==> src/rtl/drive_setpt_sequencer.sv <==
// rtl/drive_setpt_sequencer.sv - two-wheel drive setpoint ramp sequencer
// Each channel ramps at a fixed tick rate and dwells at zero before any direction reversal.
module drive_setpt_sequencer #(
    parameter int TICK_DIV    = 50000,
    parameter int STEP        = 4,
    parameter int DWELL_TICKS = 100
) (
    input  logic       clk,
    input  logic       rst,
    input  logic       en,
    input  logic       estop,
    input  logic [7:0] req_setptL,
    input  logic [7:0] req_setptR,
    output logic [7:0] setptL,
    output logic [7:0] setptR,
    output logic       settled
);

    typedef enum logic [1:0] {RUN, RAMP_DN, DWELL} ch_state_t;

    localparam logic [15:0] TICK_LAST  = 16'(TICK_DIV - 1);
    localparam logic [6:0]  STEP_M     = 7'(STEP);
    localparam logic [15:0] DWELL_INIT = 16'(DWELL_TICKS);

    logic [15:0] tick_cnt;
    logic        tick;

    ch_state_t   state_q [2];
    ch_state_t   state_d [2];
    logic        dir_q   [2];
    logic        dir_d   [2];
    logic [6:0]  mag_q   [2];
    logic [6:0]  mag_d   [2];
    logic [15:0] dwell_q [2];
    logic [15:0] dwell_d [2];
    logic [6:0]  dn_c    [2];
    logic [7:0]  raw     [2];
    logic [7:0]  req_c   [2];
    logic [7:0]  out_d   [2];
    logic [7:0]  setpt_q [2];
    logic        settled_d;

    function automatic logic [6:0] min_step(input logic [6:0] d);
        return (d > STEP_M) ? STEP_M : d;
    endfunction

    // Moves toward the target by at most STEP; the clamp makes overshoot impossible.
    function automatic logic [6:0] toward(input logic [6:0] c, input logic [6:0] t);
        if (t > c)
            return c + min_step(t - c);
        else
            return c - min_step(c - t);
    endfunction

    assign tick   = (tick_cnt == TICK_LAST);
    assign raw[0] = req_setptL;
    assign raw[1] = req_setptR;
    assign setptL = setpt_q[0];
    assign setptR = setpt_q[1];

    always_comb begin
        for (int i = 0; i < 2; i++) begin
            req_c[i]   = (!en || raw[i][6:0] == 7'd0) ? 8'h00 : raw[i];
            state_d[i] = state_q[i];
            dir_d[i]   = dir_q[i];
            mag_d[i]   = mag_q[i];
            dwell_d[i] = dwell_q[i];
            dn_c[i]    = mag_q[i] - min_step(mag_q[i]);
            if (tick) begin
                case (state_q[i])
                    RUN: begin
                        if (mag_q[i] == 7'd0) begin
                            dir_d[i] = req_c[i][7];
                            mag_d[i] = toward(7'd0, req_c[i][6:0]);
                        end else if (req_c[i][7] == dir_q[i]) begin
                            mag_d[i] = toward(mag_q[i], req_c[i][6:0]);
                        end else begin
                            mag_d[i]   = dn_c[i];
                            state_d[i] = (dn_c[i] == 7'd0) ? DWELL : RAMP_DN;
                            dwell_d[i] = DWELL_INIT;
                        end
                    end
                    RAMP_DN: begin
                        if (req_c[i][7] == dir_q[i]) begin
                            state_d[i] = RUN;
                            mag_d[i]   = toward(mag_q[i], req_c[i][6:0]);
                        end else begin
                            mag_d[i]   = dn_c[i];
                            state_d[i] = (dn_c[i] == 7'd0) ? DWELL : RAMP_DN;
                            dwell_d[i] = DWELL_INIT;
                        end
                    end
                    DWELL: begin
                        if (dwell_q[i] == 16'd0) begin
                            dir_d[i]   = req_c[i][7];
                            state_d[i] = RUN;
                        end else begin
                            dwell_d[i] = dwell_q[i] - 16'd1;
                        end
                    end
                    default: state_d[i] = RUN;
                endcase
            end
            out_d[i] = (mag_d[i] != 7'd0) ? {dir_d[i], mag_d[i]} : 8'h00;
        end
        settled_d = (state_d[0] == RUN) && (state_d[1] == RUN) &&
                    (out_d[0] == req_c[0]) && (out_d[1] == req_c[1]);
    end

    always_ff @(posedge clk) begin
        if (rst) begin
            tick_cnt <= 16'd0;
            settled  <= 1'b1;
            for (int i = 0; i < 2; i++) begin
                state_q[i] <= RUN;
                dir_q[i]   <= 1'b0;
                mag_q[i]   <= 7'd0;
                dwell_q[i] <= 16'd0;
                setpt_q[i] <= 8'h00;
            end
        end else begin
            tick_cnt <= tick ? 16'd0 : tick_cnt + 16'd1;
            if (estop) begin
                settled <= 1'b0;
                for (int i = 0; i < 2; i++) begin
                    state_q[i] <= RUN;
                    dir_q[i]   <= 1'b0;
                    mag_q[i]   <= 7'd0;
                    dwell_q[i] <= 16'd0;
                    setpt_q[i] <= 8'h00;
                end
            end else begin
                settled <= settled_d;
                for (int i = 0; i < 2; i++) begin
                    state_q[i] <= state_d[i];
                    dir_q[i]   <= dir_d[i];
                    mag_q[i]   <= mag_d[i];
                    dwell_q[i] <= dwell_d[i];
                    setpt_q[i] <= out_d[i];
                end
            end
        end
    end

endmodule

==> config.mk <==
export PLATFORM = sky130hd
export DESIGN_NAME = drive_setpt_sequencer
export DESIGN_NICKNAME = d
export VERILOG_FILES = /design/src/rtl/drive_setpt_sequencer.sv
export SDC_FILE = /design/constraint.sdc
export NUM_CORES = 1
export LEC_CHECK = 0
export ABC_AREA = 1
export CAP_MARGIN = 15
export CORE_MARGIN = 2
export CORE_UTILIZATION = 45
export DETAILED_ROUTE_END_ITERATION = 8
export GPL_TIMING_DRIVEN = 0
export HOLD_SLACK_MARGIN = 0.06
export PLACE_DENSITY = 0.58
export SYNTH_ARGS = -nofsm -noshare
export SYNTH_HDL_FRONTEND = slang
export SYNTH_SLANG_ARGS = --single-unit
==> constraint.sdc <==
create_clock -name clk -period 13.3 [get_ports clk]
set_input_delay 3.99 -clock clk [delete_from_list [all_inputs] [get_ports clk]]
set_output_delay 3.99 -clock clk [all_outputs]
set_load 0.05 [all_outputs]
==> impl_metrics.py, run 1 <==
metrics = {
    "status": {
        "status": "completed",
    },
    "clocking": {
        "clockBufferDepth": 2,
        "ctsResizeCount": 0,
        "cts_setup_buffers": 0,
        "root_buffer": "clkbuf_16",
        "insertion_delay_ps": 340,
        "htreeDepth": 3,
        "hold_buffers": 0,
        "clk_pin_slew_worst_paths_ps": 70,
        "clkSinkCount": 85,
        "cts_tree": "done",
        "cts_buffers": 9,
    },
    "sta": {
        "clock.fmax_mhz": 100.4,
        "fin_crit_sh_pct": 74.90,
        "rsz0062_at_grt": "no",
        "tns_ps": 0,
        "min_period_ps": 9961,
        "tightest_slew_ps": 1032,
        "holdWs_ps": 455.1,
        "finClkSkew_ps": 11.14,
        "slew_viol_final": 0,
        "slew_headroom_pct": 30.93,
        "report.final.setup_viol": 0,
        "hold_violations": 0,
    },
    "yosys": {
        "synth-edff-count": 68,
        "synthAdderAreaFrac_pct": 9.566,
        "synthFlopType": "edfxtp_1",
        "synth_xor_area_share_pct": 4.860,
        "synthArstFlopShare_pct": 0,
        "ys_ff_latch": 85,
        "yosys_warnings": 0,
        "synth_top_family_by_area": "simple AND/OR/NAND/NOR gates",
        "netlist_area_sq_um": 8109,
        "ys_types": 54,
        "synthMuxAreaShare_pct": 0,
        "syn-instance-count": 1180,
        "seq_area_frac_synth_pct": 29.38,
        "synth-compound-area-share_pct": 11.73,
        "yosys.area_share.simple_pct": 34.53,
        "syn_area_per_cell_sq_um": 6.872,
    },
    "routing": {
        "routedWlPerCell_microns": 14.26,
        "vias_per_cell": 5.117,
        "finalWirelength_microns": 21360,
        "drc": 0,
        "first_pass_iters": 5,
        "postRouteAntennaNets": 0,
        "drt_iter0_markers": 439,
        "vias": 7666,
    },
    "die": {
        "ios": 37,
        "die-width_microns": 138.2,
        "num_rows": 49,
        "core_area_sq_um": 17840,
        "dieHeight_microns": 138.2,
        "initial_core_util_pct": 45.45,
        "dieArea_sq_um": 19110,
    },
    "worst_setup_path": {
        "cp_max_fo": 10,
        "critPathCaptureType": "register",
        "crit_arrival_ps": 10240,
        "slowest_delay_ps": 510,
        "cp_common_cell": "nand2_1",
        "cp.required_ps": 13580,
        "worstSetupPathType": "primary input to register",
        "start_kind": "primary input",
        "crit_slowest_cell": "clkdlybuf4s50_1",
    },
    "grt": {
        "grt_pass1_vias": 7467,
        "overflow": 0,
        "grt_max_degree": 18,
        "antenna_found_initial": 0,
        "grtUsageTotal_pct": 22.87,
        "grt_pass1_wl_microns": 36190,
    },
    "flow_run": {
        "max_cap_viol_count": 0,
    },
    "placement": {
        "io_buffers": 36,
        "dpl_cell_area_sq_um": 8899,
        "hpwl_microns": 17200,
        "gp_congestion": 0.9534,
    },
    "final_layout": {
        "final_common_cell": "nand2_1",
        "stdcell_area_sq_um": 9201,
        "areaGrowthSynthToFinish_pct": 13.47,
        "nNetsFinal": 1343,
        "antenna_cells": 0,
        "layout_common_cells": "nand2_1 (298), inv_1 (174), nor2_1 (134), nand3_1 (94), a21oi_1 (73)",
        "drive_gt1_share_pct": 6.856,
    },
    "power": {
        "p_per_area_nw_per_um2": 88.44,
        "power.internal_mw": 0.5294,
        "p_leak_nw": 4.328,
        "combPwrFrac_pct": 29.7,
        "vdd_drop_max_v": 0.00005929,
        "p_seq_share_pct": 38.7,
        "p_clk_share_pct": 31.6,
        "p_switching_mw": 0.2843,
        "p_sw_share_pct": 34.94,
    },
    "min_path": {
        "hp-class": "register to register",
    },
}
-- worst paths after layout --
kind	slack, ps	start	cells past startpoint	end
worst max-delay path	3340	en	37	settled$_SDFF_PP1_
worst min-delay path	460	tick_cnt[0]$_SDFF_PP0_	1	tick_cnt[0]$_SDFF_PP0_
worst max register to register	7640	mag_q[0][7]$_SDFFCE_PN0P_	32	settled$_SDFF_PP1_
worst min register to register	460	tick_cnt[0]$_SDFF_PP0_	1	tick_cnt[0]$_SDFF_PP0_
-- kinds of logic (layout without fill, tap and decap cells) --
logic type	after synthesis	in the layout
and+or+nand+nor	631	631
buffers and inverters	201	253
AOI/OAI and AO/OA	158	158
DFF	85	85
adders and majority gates	59	59
xor gates and xnor gates	45	45
other	1	38
-- metal layers --
layer,track usage [%],vias to the layer above,share of wire [%]
met5,0,-,0
met4,6.391,0,2.1
met3,2.113,28,2.1
met2,40.52,115,48
met1,29.86,3489,48
li1,-,4034,-
-- synth_stat cells, types with 3 or more instances --
cell	count	area [sq um]
dfxtp_1	17	340.3
nor2_2	8	50.05
or2_2	3	18.77
inv_1	174	653.1
o21ai_0	23	115.1
nor4_1	4	25.02
o22ai_1	5	31.28
nand3b_1	3	22.52
o211ai_1	12	90.09
o21ai_2	3	26.28
nor2_1	134	503.0
o21ai_1	4	20.02
buf_4	3	22.52
ha_1	54	675.7
a211oi_1	7	52.55
a21oi_1	73	365.4
nand2_2	17	106.4
xor2_1	32	280.3
nor3_1	22	110.1
fa_1	5	100.1
a31oi_1	7	43.79
nor2_4	4	45.04
edfxtp_1	68	2042
xnor2_1	13	113.9
clkbuf_1	9	33.78
buf_2	4	20.02
nand3_1	94	470.5
o31ai_1	8	60.06
nand3_2	6	60.06
nand4_1	31	193.9
inv_2	8	30.03
nand2_1	298	1119
-- metrics by stage --
step                util, %  worst slack (ps)  cells  power (mW)
global placement      49.86              2999   1482      0.5599
detailed placement    49.88              2976   1482      0.5607
floorplan                 -              4555   1217      0.4991
CTS                   51.57              3334   1498      0.8205
global route          51.57              2451   1498      0.8649
finish                51.57              3339   1498      0.8138
-- registers in the layout (all words and copies together) (netlist names) --
register	flops
settled	1
state_q	4
dwell_q	32
tick_cnt	16
setpt_q	16
dir_q	2
mag_q	14
-- power by group through the flow --
| stage | Clock, mW | Sequential [mW] | Combinational [mW] |
|---|---|---|---|
| 2_1_floorplan | 0 | 0.326 | 0.173 |
| 3_3_place_gp | 0 | 0.321 | 0.239 |
| 3_5_place_dp | 0 | 0.321 | 0.240 |
| 4_1_cts | 0.264 | 0.315 | 0.241 |
| 5_1_grt | 0.271 | 0.317 | 0.277 |
| 6_report | 0.257 | 0.315 | 0.241 |
-- final cells by class --
cell class                 instances  area [sq um]
fill                            1813          8640
inverter                         182         683.2
sequential                        85          2382
multi-input combinational        931          5067
clock inverter                     6         52.55
tap                              229         286.5
timing repair buffer              36         360.3
buffer                            19         118.9
clock buffer                      10         250.2
-- worst max-delay path, delay by kind of cell --
kind | cells | cell delay (ps)
buf+inv | 8 | 1260
compound gates | 6 | 1180
simple gates | 19 | 2390
fa+ha+maj | 4 | 1440
(Power assumes the default switching activity.)
==> inputs of run 2 (changes only) <==
PLACE_DENSITY = 0.61   (was 0.58)
clock period = 9 ns   (was 13.3 ns; I/O delays follow)
==> impl_metrics.py, run 2 (synthesis results as in run 1) <==
metrics = {
    "worst_setup_path": {
        "r2r_slack_ps": 3710,
        "slowest_delay_ps": 480,
        "crit_arrival_ps": 8560,
        "rr_endpoint": "settled$_SDFF_PP1_",
        "ff2ff_path_depth": 36,
        "critPathCaptureType": "register",
        "start_kind": "primary input",
        "timing.rr.start": "mag_q[0][7]$_SDFFCE_PN0P_",
        "cp.required_ps": 9250,
        "crit_slowest_cell": "clkdlybuf4s50_1",
        "worstSetupPathType": "primary input to register",
        "critical_path.top_delay_family": "simple AND/OR/NAND/NOR gates",
        "cp_max_fo": 7,
        "cp_common_cell": "nand2_1",
        "cp_num_buf_inv": 8,
    },
    "die": {
        "initial_core_util_pct": 45.45,
        "ios": 37,
        "core_area_sq_um": 17840,
        "die-width_microns": 138.2,
        "num_rows": 49,
        "dieHeight_microns": 138.2,
        "dieArea_sq_um": 19110,
    },
    "power": {
        "p_clk_share_pct": 31.8,
        "p_leak_nw": 4.332,
        "finalPower_mw": 1.210,
        "p_sw_share_pct": 36.38,
        "vdd_drop_max_v": 0.0001004,
        "combPwrFrac_pct": 29.7,
        "p_per_area_nw_per_um2": 131.4,
        "power.internal_mw": 0.7700,
        "p_seq_share_pct": 38.5,
        "p_switching_mw": 0.4403,
    },
    "clocking": {
        "clockBufferDepth": 2,
        "htreeDepth": 3,
        "clk_pin_slew_worst_paths_ps": 80,
        "cts_buffers": 9,
        "clkSinkCount": 85,
        "root_buffer": "clkbuf_16",
        "cts_setup_buffers": 0,
        "cts_tree": "done",
        "insertion_delay_ps": 350,
    },
    "final_layout": {
        "final_common_cell": "nand2_1",
        "layout_common_cells": "nand2_1 (298), inv_1 (174), nor2_1 (133), nand3_1 (94), a21oi_1 (73)",
        "nNetsFinal": 1343,
        "areaGrowthSynthToFinish_pct": 13.62,
        "fill_cells": 1831,
        "antenna_cells": 0,
        "drive_gt1_share_pct": 7.013,
        "reg_top3": "dwell_q x32, setpt_q x16, tick_cnt x16",
        "largest_register_ffs": 32,
        "regMostFlops": "dwell_q",
    },
    "sta": {
        "clock.fmax_mhz": 120.2,
        "hold_violations": 0,
        "min_period_ps": 8318,
        "slew_viol_final": 0,
        "finClkSkew_ps": 10.31,
        "fin_crit_sh_pct": 92.42,
        "tns_ps": 0,
        "report.final.setup_viol": 0,
        "slew_headroom_pct": 39.69,
        "tightest_slew_ps": 901.3,
        "rsz0062_at_grt": "no",
    },
    "min_path": {
        "hp-class": "register to register",
        "min_path_cells": 1,
        "worstHoldStart": "tick_cnt[0]$_SDFF_PP0_",
        "holdPathEnd": "tick_cnt[0]$_SDFF_PP0_",
    },
    "placement": {
        "gp_congestion": 0.9231,
        "hpwl_microns": 17030,
        "io_buffers": 36,
    },
    "status": {
        "status": "completed",
    },
    "grt": {
        "grt_max_degree": 19,
        "overflow": 0,
        "antenna_found_initial": 0,
        "grt_pass1_wl_microns": 36170,
        "grt_pass1_vias": 7482,
        "grtUsageTotal_pct": 23.00,
    },
    "routing": {
        "drt_iter0_markers": 506,
        "first_pass_iters": 5,
        "routedWlPerCell_microns": 14.41,
        "postRouteAntennaNets": 0,
        "drc": 0,
        "finalWirelength_microns": 21590,
        "vias": 7757,
        "vias_per_cell": 5.178,
    },
    "flow_run": {
        "max_cap_viol_count": 0,
    },
}
[run 2: layer usage]
layer / wire length (microns) / part of all wire (%) / up-vias / global-route usage, %
met2: 10180 / 47 / 166 / 40.07
li1: - / - / 4037 / -
met1: 10180 / 47 / 3520 / 30.09
met5: 0 / 0 / - / 0
met3: 709 / 3.3 / 34 / 2.494
met4: 516 / 2.4 / 0 / 7.143
[run 2: worst max-delay path by stage]
stage,startpoint,endpoint,slack [ps],cells after the start
after floorplan,en,settled$_SDFF_PP1_,1540,42
after global placement,en,settled$_SDFF_PP1_,50,39
after detailed placement,en,settled$_SDFF_PP1_,-0.07,41
after CTS,en,settled$_SDFF_PP1_,350,39
after global routing,req_setptR[3],settled$_SDFF_PP1_,10,46
final,req_setptR[3],settled$_SDFF_PP1_,680,46
[run 2: through the flow]
step / utilization, % / setup WS (ps) / instances / hold slack (ps) / cell area (sq um)
6_report: 51.64 / 681.9 / 1498 / 450.0 / 9214
5_1_grt: 51.64 / 13.23 / 1498 / 471.7 / 9214
4_1_cts: 51.55 / 347.4 / 1498 / 455.1 / 9198
3_5_place_dp: 49.88 / -0.07372 / 1482 / 439.1 / 8899
3_3_place_gp: 49.86 / 52.94 / 1482 / 430.7 / 8895
2_1_floorplan: - / 1545 / 1217 / 417.9 / 8248
[run 2: cell type report]
type,count,area (sq um),area share [%]
repair buffers,36,360.3,3.911
flip-flops and latches,85,2382,25.86
plain buffers,19,118.9,1.290
well taps,229,286.5,3.110
clock inverters,7,73.82,0.8012
inverters,182,683.2,7.414
clock buffers,9,225.2,2.444
multi-input cells,931,5084,55.17
[run 2: timing repair]
item / CTS / global route
hold buffers: 0 / 0
hold endpoints to repair: 0 / 0
setup endpoints to repair: 0 / 4
gates resized for setup: 0 / 5
[run 2: power groups by stage]
stage / sequential [mW] / clock [mW] / combinational (mW)
2_1_floorplan: 0.481 / 0 / 0.256
3_3_place_gp: 0.474 / 0 / 0.352
3_5_place_dp: 0.474 / 0 / 0.354
4_1_cts: 0.465 / 0.394 / 0.357
5_1_grt: 0.468 / 0.407 / 0.411
6_report: 0.466 / 0.385 / 0.360
[run 2: worst register-to-register path, delay by kind of cell (launching register included)]
family / cells / cell delay, ps
and+or+nand+nor: 24 / 2300
DFF: 1 / 520
buffers and inverters: 3 / 180
AOI/OAI and AO/OA: 4 / 710
adders and majority gates: 4 / 1310
xor gates and xnor gates: 1 / 160
==> inputs of run 3 (changes only) <==
GPL_ROUTABILITY_DRIVEN = 0   (was unset)
==> results of run 3 <==
The final DEF is identical to that of run 2; final timing and power are the same.
